$ cat src/rtl/ct_pkg.sv
// Shared types and constants for the loadable up/down counter.
package ct_pkg;

  localparam int CT_DATA_WIDTH = 8;

  typedef enum logic [1:0] {
    CT_IDLE = 2'd0,
    CT_RUN  = 2'd1,
    CT_DONE = 2'd2
  } ct_state_e;

endpackage

$ cat src/rtl/ct_load_counter_if.sv
// Parameter-input bus (ld/data plus count controls) and the counter's status outputs.
interface ct_load_counter_if #(
  parameter int DATA_WIDTH = ct_pkg::CT_DATA_WIDTH
);
  import ct_pkg::*;

  logic                  ld;
  logic [DATA_WIDTH-1:0] data;
  logic                  clr;
  logic                  en;
  logic                  up_dn;
  logic [DATA_WIDTH-1:0] count;
  logic                  tc;
  logic                  ovf;
  logic                  ld_ack;
  ct_state_e             state_o;

  modport master (
    output ld, data, clr, en, up_dn,
    input  count, tc, ovf, ld_ack, state_o
  );

  modport slave (
    input  ld, data, clr, en, up_dn,
    output count, tc, ovf, ld_ack, state_o
  );

endinterface

$ cat src/rtl/ct_count_step.sv
// Combinational single-step arithmetic: next value, limit detection and wrap target.
module ct_count_step #(
  parameter int DATA_WIDTH = ct_pkg::CT_DATA_WIDTH
) (
  input  logic [DATA_WIDTH-1:0] count_i,
  input  logic                  up_dn_i,
  output logic [DATA_WIDTH-1:0] next_o,
  output logic                  at_limit_o,
  output logic [DATA_WIDTH-1:0] wrap_o
);

  localparam logic [DATA_WIDTH-1:0] MaxVal = {DATA_WIDTH{1'b1}};
  localparam logic [DATA_WIDTH-1:0] MinVal = '0;
  localparam logic [DATA_WIDTH-1:0] One    = {{(DATA_WIDTH-1){1'b0}}, 1'b1};

  always_comb begin
    next_o     = up_dn_i ? (count_i + One) : (count_i - One);
    at_limit_o = up_dn_i ? (count_i == MaxVal) : (count_i == MinVal);
    wrap_o     = up_dn_i ? MinVal : MaxVal;
  end

endmodule

$ cat src/rtl/ct_load_counter.sv
// Loadable up/down counter with terminal-count pulse, sticky overflow and optional saturation.
module ct_load_counter
  import ct_pkg::*;
#(
  parameter int DATA_WIDTH = CT_DATA_WIDTH,
  parameter bit SATURATE   = 1'b0
) (
  input  logic               clk,
  input  logic               rst_n,
  ct_load_counter_if.slave   bus
);

  ct_state_e             state_q, state_d;
  logic [DATA_WIDTH-1:0] count_q, count_d;
  logic                  ovf_q, ovf_d;
  logic                  tc_q, tc_d;
  logic                  ld_ack_q, ld_ack_d;

  logic [DATA_WIDTH-1:0] stepNext;
  logic [DATA_WIDTH-1:0] stepWrap;
  logic                  stepAtLimit;

  ct_count_step #(
    .DATA_WIDTH (DATA_WIDTH)
  ) u_step (
    .count_i    (count_q),
    .up_dn_i    (bus.up_dn),
    .next_o     (stepNext),
    .at_limit_o (stepAtLimit),
    .wrap_o     (stepWrap)
  );

  // rst_n is active-high despite its name; it matches the surrounding codebase.
  always_ff @(posedge clk or posedge rst_n) begin
    if (rst_n) begin
      state_q  <= CT_IDLE;
      count_q  <= '0;
      ovf_q    <= 1'b0;
      tc_q     <= 1'b0;
      ld_ack_q <= 1'b0;
    end else begin
      state_q  <= state_d;
      count_q  <= count_d;
      ovf_q    <= ovf_d;
      tc_q     <= tc_d;
      ld_ack_q <= ld_ack_d;
    end
  end

  // Priority clr > ld > en; counting only happens in RUN.
  always_comb begin
    state_d  = state_q;
    count_d  = count_q;
    ovf_d    = ovf_q;
    tc_d     = 1'b0;
    ld_ack_d = 1'b0;
    if (bus.clr) begin
      count_d = '0;
      ovf_d   = 1'b0;
      if (state_q == CT_DONE) begin
        state_d = CT_RUN;
      end
    end else if (bus.ld) begin
      count_d  = bus.data;
      ld_ack_d = 1'b1;
      state_d  = CT_RUN;
    end else if ((state_q == CT_RUN) && bus.en) begin
      if (stepAtLimit) begin
        tc_d  = 1'b1;
        ovf_d = 1'b1;
        if (SATURATE) begin
          state_d = CT_DONE;
        end else begin
          count_d = stepWrap;
        end
      end else begin
        count_d = stepNext;
      end
    end
  end

  assign bus.count   = count_q;
  assign bus.tc      = tc_q;
  assign bus.ovf     = ovf_q;
  assign bus.ld_ack  = ld_ack_q;
  assign bus.state_o = state_q;

endmodule

$ cat src/flat_wrapper.sv
// flat-port wrapper written by rule: the top's interface ports become plain ports
module ct_load_counter_flat import ct_pkg::*;
#(
  parameter int DATA_WIDTH = CT_DATA_WIDTH,
  parameter bit SATURATE   = 1'b0
)
  (clk, rst_n, bus_ld, bus_data, bus_clr, bus_en, bus_up_dn, bus_count, bus_tc, bus_ovf, bus_ld_ack, bus_state_o);
  ct_load_counter_if #(.DATA_WIDTH(DATA_WIDTH)) bus_i ();
  input  logic clk;
  input  logic rst_n;
  input wire logic [$bits(bus_i.ld)-1:0] bus_ld;
  input wire logic [$bits(bus_i.data)-1:0] bus_data;
  input wire logic [$bits(bus_i.clr)-1:0] bus_clr;
  input wire logic [$bits(bus_i.en)-1:0] bus_en;
  input wire logic [$bits(bus_i.up_dn)-1:0] bus_up_dn;
  output wire logic [$bits(bus_i.count)-1:0] bus_count;
  output wire logic [$bits(bus_i.tc)-1:0] bus_tc;
  output wire logic [$bits(bus_i.ovf)-1:0] bus_ovf;
  output wire logic [$bits(bus_i.ld_ack)-1:0] bus_ld_ack;
  output wire logic [$bits(bus_i.state_o)-1:0] bus_state_o;
  assign bus_i.ld = bus_ld;
  assign bus_i.data = bus_data;
  assign bus_i.clr = bus_clr;
  assign bus_i.en = bus_en;
  assign bus_i.up_dn = bus_up_dn;
  assign bus_count = bus_i.count;
  assign bus_tc = bus_i.tc;
  assign bus_ovf = bus_i.ovf;
  assign bus_ld_ack = bus_i.ld_ack;
  assign bus_state_o = bus_i.state_o;
  ct_load_counter #(.DATA_WIDTH(DATA_WIDTH), .SATURATE(SATURATE)) u_core (.clk(clk), .rst_n(rst_n), .bus(bus_i));
endmodule
$ cat config.mk
export PLATFORM = sky130hd
export DESIGN_NAME = ct_load_counter_flat
export DESIGN_NICKNAME = d
export VERILOG_FILES = /design/src/rtl/ct_pkg.sv /design/src/rtl/ct_load_counter_if.sv /design/src/rtl/ct_count_step.sv /design/src/rtl/ct_load_counter.sv /design/src/flat_wrapper.sv
export SDC_FILE = /design/constraint.sdc
export NUM_CORES = 1
export LEC_CHECK = 0
export ABC_AREA = 1
export CAP_MARGIN = 40
export CORE_MARGIN = 3
export CORE_UTILIZATION = 48
export CTS_BUF_LIST = sky130_fd_sc_hd__clkbuf_4 sky130_fd_sc_hd__clkbuf_8
export CTS_CLUSTER_DIAMETER = 60
export DETAILED_ROUTE_END_ITERATION = 12
export DONT_BUFFER_PORTS = 1
export GPL_TIMING_DRIVEN = 0
export HOLD_SLACK_MARGIN = 0.06
export SYNTH_ARGS = -nofsm -noshare
export SYNTH_HDL_FRONTEND = slang
export SYNTH_SLANG_ARGS = --single-unit
$ cat constraint.sdc
create_clock -name clk -period 5 [get_ports clk]
set_clock_uncertainty 0.05 [all_clocks]
set_input_delay 1 -clock clk [delete_from_list [all_inputs] [get_ports clk]]
set_output_delay 1 -clock clk [all_outputs]
set_load 0.005 [all_outputs]
# Word level (Yosys, flattened, before mapping)
# Cells that the tools add are included.
# word_totals
word_cells	40
output_inout_bits	13
ff_bits	13
# op_classes
n_reduce_logical	8
n_addsub	2
n_eq_ne	5
n_mux	20
# op_table
op	n
$mux 8	6
$mux 1	11
$add 8x1->8 const B	1
$eq 8x8->1 const B	1
$logic_not 8->1	1
$sub 8x1->8 const B	1
$mux 2	3
$reduce_bool 2->1	3
$ne 2x1->1 const B	2
$reduce_and 3->1	1
$reduce_bool 3->1	1
$eq 2x1->1 const B	1
$eq 2x2->1 const B	1
$reduce_and 2->1	1
$logic_and 1x1->1	1

# Longest topological paths before layout
# Gate-level depths: netlist of the first run.
# depth
word_depth	6
depth_mapped	13
mapped_depth_nobuf	13

# Hierarchy
# From an unflattened synthesis of the first run, not the netlist that was laid out.
# hier_totals
hier_cells	186
hier_area_um2	1196.1
# modules_own_cells
module	area_per_inst_um2	n_inst	cells_each
ct_load_counter	760.7	1	111
ct_count_step	435.4	1	75

# Least setup slack after synthesis of the first run
# No wires, ideal clock.
# synth_timing
kind	input to register
startpoint	input port bus_up_dn
endpoint	register u_core.count_q[7] (netlist: u_core.bus.count[7])
setup_slack_ns	2.769
path_buffers	0
setup_ns	0.116
arrival_ns	2.065
stages	11
required_ns	4.834
path_cell_list	inv_1 > ha_1 > or2_1 > nand3_1 > nand2_1 > nand2_1 > nand3_2 > nand2_1 > nand2_1 > nand2_1 > nand2_1
# synth_via
elab_chain_len	5
elab_cells_between_ends	7
classes_between	7 x mux
# synth_rtl
element	line_no	source
start, declared	flat_wrapper.sv:15	input wire logic [$bits(bus_i.up_dn)-1:0] bus_up_dn;
$mux 8, or another cell as far along	ct_count_step.sv:17	next_o = up_dn_i ? (count_i + One) : (count_i - One);
$mux 8 (*)	ct_load_counter.sv:68	if (stepAtLimit) begin
$mux 8 (*)	ct_load_counter.sv:67	end else if ((state_q == CT_RUN) && bus.en) begin
$mux 8 (*)	ct_load_counter.sv:63	end else if (bus.ld) begin
$mux 8 (*)	ct_load_counter.sv:57	if (bus.clr) begin
end signal, assigned	ct_load_counter.sv:43	count_q <= count_d;
end, declared	ct_load_counter.sv:14	logic [DATA_WIDTH-1:0] count_q, count_d;
# Every way passes the cells marked *; elsewhere a longest branch is shown, timed or not. The select of a mux whose other input is x is not followed.
# A chain may end at the register's enable or synchronous reset.

# Final worst setup path of the first run
# Ends and elaborated chain as after synthesis.

==> impl_summary.txt, run 1 <==
----------------------------------------------------
[Global routing]
  Met3 track demand over resource in global routing ... 3.72%
  Overflow left after global routing ... 0
  Number of antenna violations at the first check in global routing ... 0
  Grt peak-use layer ... met2
  First-pass GRT wire length ... 3910 microns
  Largest net degree at the start of global routing ... 13
  Number of global-route vias before repair ... 910
  Met1 Track Usage GR ... 23.8%
  Routing usage on met2 ... 32.8%
  Overall Global Routing Usage ... 19.4%

[Drt]
  Total iterations of the first detailed-routing run ... 4
  Via-to-Cell Ratio ... 5.03
  Post-detailed-route count of antenna-violating nets ... 0
  Wire length per cell ... 12.2 microns
  Routed wire length ... 2220 microns
  Number of DRC markers after the initial detailed-route iteration ... 12
  Overall via count from detail_route ... 915
  Drt drc ... 0

[Yosys]
  Cell taking the most area after synthesis ... sky130_fd_sc_hd__dfrtp_1
  Netlist area before placement ... 1010 sq um
  Post-synth EDFFs ... 0
  Proportion of netlist area held by the largest area contributor ... 29.9%
  Number of nets produced by synthesis ... 175
  Ranking of synthesized cells by area ... sky130_fd_sc_hd__dfrtp_1 30%, sky130_fd_sc_hd__nand2_1 25%, sky130_fd_sc_hd__ha_1 7.5%, sky130_fd_sc_hd__inv_1 6.0%, sky130_fd_sc_hd__nand3_1 4.0%
  Synth Warn # ... 0
  Primary FF master, synth ... sky130_fd_sc_hd__dfrtp_1
  Post-synthesis cell count ... 154
  Avg Synthesized Cell Area ... 6.53 sq um
  Synthesized flop and latch total ... 12
  Fraction of registers with async set or reset after synthesis ... 100%
  Part of the Yosys area used for sequential elements ... 29.9%
  Distinct cells, synth ... 23
  Most used standard cells in the synthesized netlist ... 68 x sky130_fd_sc_hd__nand2_1, 16 x sky130_fd_sc_hd__inv_1, 12 x sky130_fd_sc_hd__dfrtp_1, 9 x sky130_fd_sc_hd__nor2_1, 8 x sky130_fd_sc_hd__nand3_1
  Library cell with the highest instance count after synthesis ... sky130_fd_sc_hd__nand2_1

[Run]
  # Max-Cap Violations ... 0

[Clocking]
  TritonCTS buffer count ... 3
  Sink Count ... 12
  Clock input transition at the sequential cells of the worst setup and hold paths ... 0.07 ns
  Setup bufs post-CTS ... 0
  Buffer type at the clock tree root ... sky130_fd_sc_hd__clkbuf_4
  H-tree Lvls ... 1
  Maximum clock path buffer count ... 2
  TritonCTS clock tree ... built
  Clock latency of the later-clocked register in the worst-skew pair ... 0.27 ns
  Resized Gates After CTS ... 0
  CTS Hold Buffers Added ... 0

[Floorplanning]
  Row count ... 15
  Placeable core region ... 1860 sq um
  Starting Density ... 54.1%
  Number of I/O pins ... 27
  Die X ... 51.8 microns
  Die height ... 51.8 microns
  Die Outline Area ... 2680 sq um

[Critical path]
  Element type at the critical path start ... input port
  Total buffers and inverters traversed by the critical path ... 2
  Critical setup path kind ... in -> reg
  Slowest cell on the critical path ... sky130_fd_sc_hd__ha_1
  Required time reported for the critical path endpoint ... 5.11 ns
  CP peak stage delay ... 0.32 ns
  Most frequent cell on the critical path ... sky130_fd_sc_hd__nand2_1
  Cells traversed along the worst timing path ... inv_1 > ha_1 > nand2_1 > inv_1 > a21oi_1 > nand2_1 > nand2_1 > nand3_2 > nand2_1 > nand2_1 > nand2_1 > nand2_1
  Category of the worst setup path capture point ... flop
  CP delay by family, top ... simple AND/OR/NAND/NOR gates
  Signal arrival time at the worst endpoint ... 2.24 ns
  Highest fanout seen on the critical path ... 6

[Finish]
  Layout Cells excl Fill ... 182
  Number of nets in the layout ... 180
  Cell area after layout ... 1060 sq um
  Register cell area after layout ... 300 sq um
  Area occupied by multi-input gates ... 623 sq um
  P&R area growth vs syn ... 5.35%
  Number of fill cells ... 180
  Antenna diodes ... 0
  Share of post-route cells with drive strength above 1 ... 10.8%

[Place]
  Cell Area, Placed ... 1040 sq um
  DP Cell Count ... 179
  Port-buffer cells ... 0
  Last weighted congestion value of the routability-driven placer ... 0.843
  Post-detailed-placement half-perimeter wirelength ... 1810 microns

[Power]
  VDD IR max ... 182 uV
  Internal power of the cells ... 0.174 mW
  Sequential cell fraction of total power ... 42.2%
  Static leakage power ... 0.601 nW
  Cell Pwr Density ... 264 nW/um^2
  Combinational group share of total power ... 37.0%
  Clk pwr share ... 20.8%
  Net switching power ... 0.106 mW
  Switching share of power ... 37.8%

[STA]
  Final clock period utilization by the worst path ... 42.6%
  Final number of hold-violating endpoints ... 0
  Summed negative setup slack over all endpoints ... 0 ns
  Top achievable clock speed ... 0.469 GHz
  Max-slew violations ... 0
  Worst Hold Margin ... 0.480 ns
  Final setup viols ... 0
  Post-layout minimum cycle time ... 2.13 ns
  RSZ-0062 raised after global routing ... no

[Min path]
  Hold Crit Class ... reg -> reg

[Run status]
  Run status ... finished clean

----------------------------------------------------
metrics by stage:
step	setup WS [ns]	util [%]	total power [mW]
after floorplan	2.77	-	0.202
after global placement	2.62	55.8	0.220
after detailed placement	2.59	55.8	0.223
after CTS	2.87	57.0	0.283
after global routing	2.67	57.0	0.305
final	2.87	57.0	0.280
worst min-delay path, delay by kind of cell, from the launching register on:
| family | cells | cell delay [ns] |
|---|---|---|
| AOI/OAI and AO/OA | 1 | 0.06 |
| DFF | 1 | 0.37 |
| and+or+nand+nor | 1 | 0.06 |
power groups by stage:
stage | combinational [mW] | clock, mW | sequential (mW)
global route | 0.119 | 0.0667 | 0.120
detailed placement | 0.103 | 0 | 0.120
finish | 0.104 | 0.0583 | 0.118
floorplan | 0.0857 | 0 | 0.116
global placement | 0.101 | 0 | 0.119
CTS | 0.104 | 0.0604 | 0.118
logic make-up after synthesis:
kind of cell             synth area share [%]
AO/OA/AOI/OAI                            6.47
buffers and inverters                    8.21
adder cells (fa/ha/maj)                  9.45
other                                   0.373
flip-flops                               29.9
XOR/XNOR                                 3.48
AND/OR/NAND/NOR                          42.2
final timing paths:
path                                      from                     to  slack (ns)  cells past startpoint
setup / recovery                     bus_up_dn    u_core.bus.count[7]        2.87                     12
hold / removal                  u_core.bus.ovf         u_core.bus.ovf        0.48                      2
setup reg to reg           u_core.bus.count[0]    u_core.bus.count[4]        3.21                     11
hold reg to reg                 u_core.bus.ovf         u_core.bus.ovf        0.48                      2
max in group asynchronous                rst_n    u_core.bus.count[4]        4.01                      1
min in group asynchronous                rst_n  u_core.bus.state_o[0]        0.57                      1
cells in the final DEF (no fill, tap or decap), drive strengths merged:
master	count
a21oi	4
buf	1
clkbuf	3
conb	1
dfrtp	12
fa	1
ha	6
inv	20
nand2	68
nand3	10
nand3b	2
nor2	14
o21ai	7
o22ai	1
or2	3
xnor2	3
xor2	1
area by class of cell:
| class | count | area share (%) |
|---|---|---|
| Inverter | 20 | 7.08 |
| Clock buffer | 3 | 2.13 |
| Tap cell | 25 | 2.95 |
| Multi-Input combinational cell | 121 | 58.8 |
| Buffer | 1 | 0.708 |
| Sequential cell | 12 | 28.3 |
layer usage:
layer / wire length (microns) / part of all wire, %
met2: 1060 / 48
met3: 109 / 4.9
met5: 0 / 0
met1: 1010 / 46
met4: 39 / 1.8
registers in the layout, summed over array words and instances (netlist names):
register,count
u_core.bus.count,8
u_core.bus.tc,1
u_core.bus.ld_ack,1
u_core.bus.ovf,1
u_core.bus.state_o,1
No activity file was read; power rests on OpenSTA's default activity.
==> run 2, diff against run 1 <==
--- a/config.mk
+++ b/config.mk
@@ -15,6 +15,7 @@
 export DONT_BUFFER_PORTS = 1
 export GPL_TIMING_DRIVEN = 0
 export HOLD_SLACK_MARGIN = 0.06
+export PLACE_DENSITY = 0.65
 export SYNTH_ARGS = -nofsm -noshare
 export SYNTH_HDL_FRONTEND = slang
 export SYNTH_SLANG_ARGS = --single-unit
==> constraint.sdc (replaced) <==
create_clock -name clk -period 1.95 [get_ports clk]
set_clock_uncertainty 0.05 [all_clocks]
set_input_delay 0.39 -clock clk [delete_from_list [all_inputs] [get_ports clk]]
set_output_delay 0.39 -clock clk [all_outputs]
set_load 0.005 [all_outputs]
==> run 2 against run 1 <==
Net effect:
- total power rose to 2.5 times the previous value
- clock power rose to 2.5 times the previous value
- hold slack worse by 0.29 ns
- global-route usage up 0.29 points
- sequential power rose to 2.6 times the previous value
- setup slack worse by 2.7 ns
- first-iteration DRC count down 42%
- critical path depth down 2
- non-clock buffer count up 1
- routed wire length down 0.54%
- utilization up 0.67 points
- critical path type is now reg -> reg
==> impl_summary.txt, run 2 (synthesis results as in run 1) <==
----------------------------------------------------
[Run status]
  Run status ... finished clean (unchanged)

[Power]
  Clk pwr share ... 20.8% (about the same)
  Internal power of the cells ... 0.448 mW (was 0.174 mW)
  Overall power of the completed layout ... 0.712 mW (was 0.280 mW)
  Static leakage power ... 0.605 nW (was 0.601 nW)
  Cell Pwr Density ... 664 nW/um^2 (was 264 nW/um^2)
  Sequential cell fraction of total power ... 42.5% (was 42.2%)
  Switching share of power ... 37.1% (was 37.8%)
  Net switching power ... 0.264 mW (was 0.106 mW)
  VDD IR max ... 386 uV (was 182 uV)
  Combinational group share of total power ... 36.7% (was 37.0%)

[Critical path]
  R2r worst-path depth ... 10 (was 11)
  Element type at the critical path start ... flop (was input port)
  R2r startpoint ... u_core.bus.count[2] (was u_core.bus.count[0])
  Stages on the worst setup path ... 10 (was 12)
  Total buffers and inverters traversed by the critical path ... 0 (was 2)
  CP delay by family, top ... simple AND/OR/NAND/NOR gates (unchanged)
  Cells traversed along the worst timing path ... ha_1 > or2_1 > nand3b_1 > nand2_1 > nand2_1 > nand3_1 > nand2_1 > nand2_1 > nand2_1 > nand2_1 (was inv_1 > ha_1 > nand2_1 > inv_1 > a21oi_1 > nand2_1 > nand2_1 > nand3_2 > nand2_1 > nand2_1 > nand2_1 > nand2_1)
  Required time reported for the critical path endpoint ... 2.07 ns (was 5.11 ns)
  Highest fanout seen on the critical path ... 5 (was 6)
  Most frequent cell on the critical path ... sky130_fd_sc_hd__nand2_1 (unchanged)
  Category of the worst setup path capture point ... flop (unchanged)
  First element of the critical path ... u_core.bus.count[2] (was bus_up_dn)
  Signal arrival time at the worst endpoint ... 1.85 ns (was 2.24 ns)
  CP peak stage delay ... 0.46 ns (was 0.32 ns)
  Critical setup path kind ... reg -> reg (was in -> reg)
  Slowest cell on the critical path ... sky130_fd_sc_hd__dfrtp_1 (was sky130_fd_sc_hd__ha_1)

[Floorplanning]
  Die Outline Area ... 2680 sq um (unchanged)
  Die X ... 51.8 microns (unchanged)
  Starting Density ... 54.1% (unchanged)
  Number of I/O pins ... 27 (unchanged)
  Placeable core region ... 1860 sq um (unchanged)
  Row count ... 15 (unchanged)
  Die height ... 51.8 microns (unchanged)

[STA]
  RSZ-0062 raised after global routing ... no (unchanged)
  Final number of hold-violating endpoints ... 0 (unchanged)
  Summed negative setup slack over all endpoints ... 0 ns (unchanged)
  Final clock period utilization by the worst path ... 89.1%
  Final setup viols ... 0 (unchanged)
  Post-layout minimum cycle time ... 1.74 ns
  Max-slew violations ... 0 (unchanged)
  Top achievable clock speed ... 0.576 GHz

[Clocking]
  Sink Count ... 12 (unchanged)
  Maximum clock path buffer count ... 2 (unchanged)
  TritonCTS clock tree ... built (unchanged)
  Buffer type at the clock tree root ... sky130_fd_sc_hd__clkbuf_4 (unchanged)
  Clock latency of the later-clocked register in the worst-skew pair ... 0.27 ns (about the same)
  Clock input transition at the sequential cells of the worst setup and hold paths ... 0.07 ns (about the same)
  Setup bufs post-CTS ... 0 (unchanged)
  H-tree Lvls ... 1 (unchanged)
  TritonCTS buffer count ... 3 (unchanged)

[Place]
  Port-buffer cells ... 0 (unchanged)
  Last weighted congestion value of the routability-driven placer ... 0.812 (was 0.843)
  DP Cell Count ... 179 (unchanged)
  Post-detailed-placement half-perimeter wirelength ... 1810 microns (about the same)

[Min path]
  Cell depth of the worst min-delay path ... 1 (was 2)
  Critical hold path startpoint ... bus_clr (was u_core.bus.ovf)
  Hold Crit Class ... in -> reg (was reg -> reg)

[Global routing]
  Overall Global Routing Usage ... 19.7% (was 19.4%)
  Largest net degree at the start of global routing ... 13 (unchanged)
  Overflow left after global routing ... 0 (unchanged)
  Number of global-route vias before repair ... 900 (was 910)
  First-pass GRT wire length ... 3930 microns (was 3910 microns)
  Number of antenna violations at the first check in global routing ... 0 (unchanged)

[Drt]
  Routed wire length ... 2200 microns (was 2220 microns)
  Total iterations of the first detailed-routing run ... 4 (unchanged)
  Post-detailed-route count of antenna-violating nets ... 0 (unchanged)
  Overall via count from detail_route ... 928 (was 915)
  Drt drc ... 0 (unchanged)
  Via-to-Cell Ratio ... 5.07 (was 5.03)
  Wire length per cell ... 12.0 microns (was 12.2 microns)
  Number of DRC markers after the initial detailed-route iteration ... 7 (was 12)

[Finish]
  Most common cell after layout, fill and taps aside ... sky130_fd_sc_hd__nand2_1 (unchanged)
  Max FFs per register ... 8 (unchanged)
  Top library cells by usage in the layout, fill and taps aside ... 68 x sky130_fd_sc_hd__nand2_1, 16 x sky130_fd_sc_hd__inv_1, 12 x sky130_fd_sc_hd__dfrtp_1 (unchanged)
  Share of post-route cells with drive strength above 1 ... 11.4% (was 10.8%)
  Number of fill cells ... 203 (was 180)
  Number of nets in the layout ... 181 (was 180)
  Layout Cells excl Fill ... 183 (was 182)
  Antenna diodes ... 0 (unchanged)
  P&R area growth vs syn ... 6.59% (was 5.35%)

[Run]
  # Max-Cap Violations ... 0 (unchanged)

----------------------------------------------------
-- run 2: cell types whose count changed in the layout (fill, tap and decap cells not counted), sizes merged --
| cell | previous run | this run |
|---|---|---|
| dlygate4sd3 | 0 | 1 |
-- run 2: area by class of cell --
class	instances	area (sq um)	share of cell area (%)
Multi-Input combinational cell	121	626	58.3
Sequential cell	12	300	28.0
Inverter	20	75.1	7.00
Tap cell	25	31.3	2.92
Clock buffer	3	22.5	2.10
Timing Repair Buffer	1	10.0	0.933
Buffer	1	7.51	0.700
-- run 2: through the flow --
| step | hold slack, ns | util (%) | worst slack [ns] | area, sq um |
|---|---|---|---|---|
| 2_1_floorplan | 0.205 | - | 0.314 | 1010 |
| 3_3_place_gp | 0.262 | 55.8 | 0.179 | 1040 |
| 3_5_place_dp | 0.271 | 55.8 | 0.138 | 1040 |
| 4_1_cts | 0.182 | 57.6 | 0.124 | 1070 |
| 5_1_grt | 0.194 | 57.7 | 0.0335 | 1070 |
| 6_report | 0.193 | 57.7 | 0.213 | 1070 |
-- run 2: path summary, 6_finish.rpt --
kind / end / slack, ns
setup / recovery: u_core.bus.count[5] / 0.21
hold / removal: u_core.bus.ld_ack / 0.19
max in group asynchronous: u_core.bus.count[0] / 1.02
setup reg to reg: u_core.bus.count[5] / 0.21
min in group asynchronous: u_core.bus.count[7] / 0.51
hold reg to reg: u_core.bus.ovf / 0.48
-- run 2: repair_timing --
action / in CTS / in global routing
endpoints found under the hold margin: 12 / 0
hold buffers: 1 / 0
resized for setup: 0 / 1
setup endpoints to repair: 0 / 1
-- run 2: worst reg2reg max path, delay by kind of cell (launching register included) --
| family | cells | cell delay [ns] |
|---|---|---|
| adder cells (fa/ha/maj) | 1 | 0.36 |
| flip-flops | 1 | 0.46 |
| AND/OR/NAND/NOR | 9 | 0.78 |
-- run 2: power by group through the flow --
stage	Combinational (mW)	Clock (mW)	Sequential (mW)
after floorplan	0.220	0	0.297
after global placement	0.255	0	0.308
after detailed placement	0.261	0	0.309
after CTS	0.264	0.155	0.304
after global routing	0.305	0.166	0.308
final	0.261	0.148	0.303
-- run 2: metal layers --
layer  share of wire [%]  GRT usage (%)  wire length (microns)
met1                  47           25.7                   1030
met2                  46           32.0                   1010
met4                0.64           3.93                     14
met5                   0              0                      0
met3                 6.9           6.02                    152
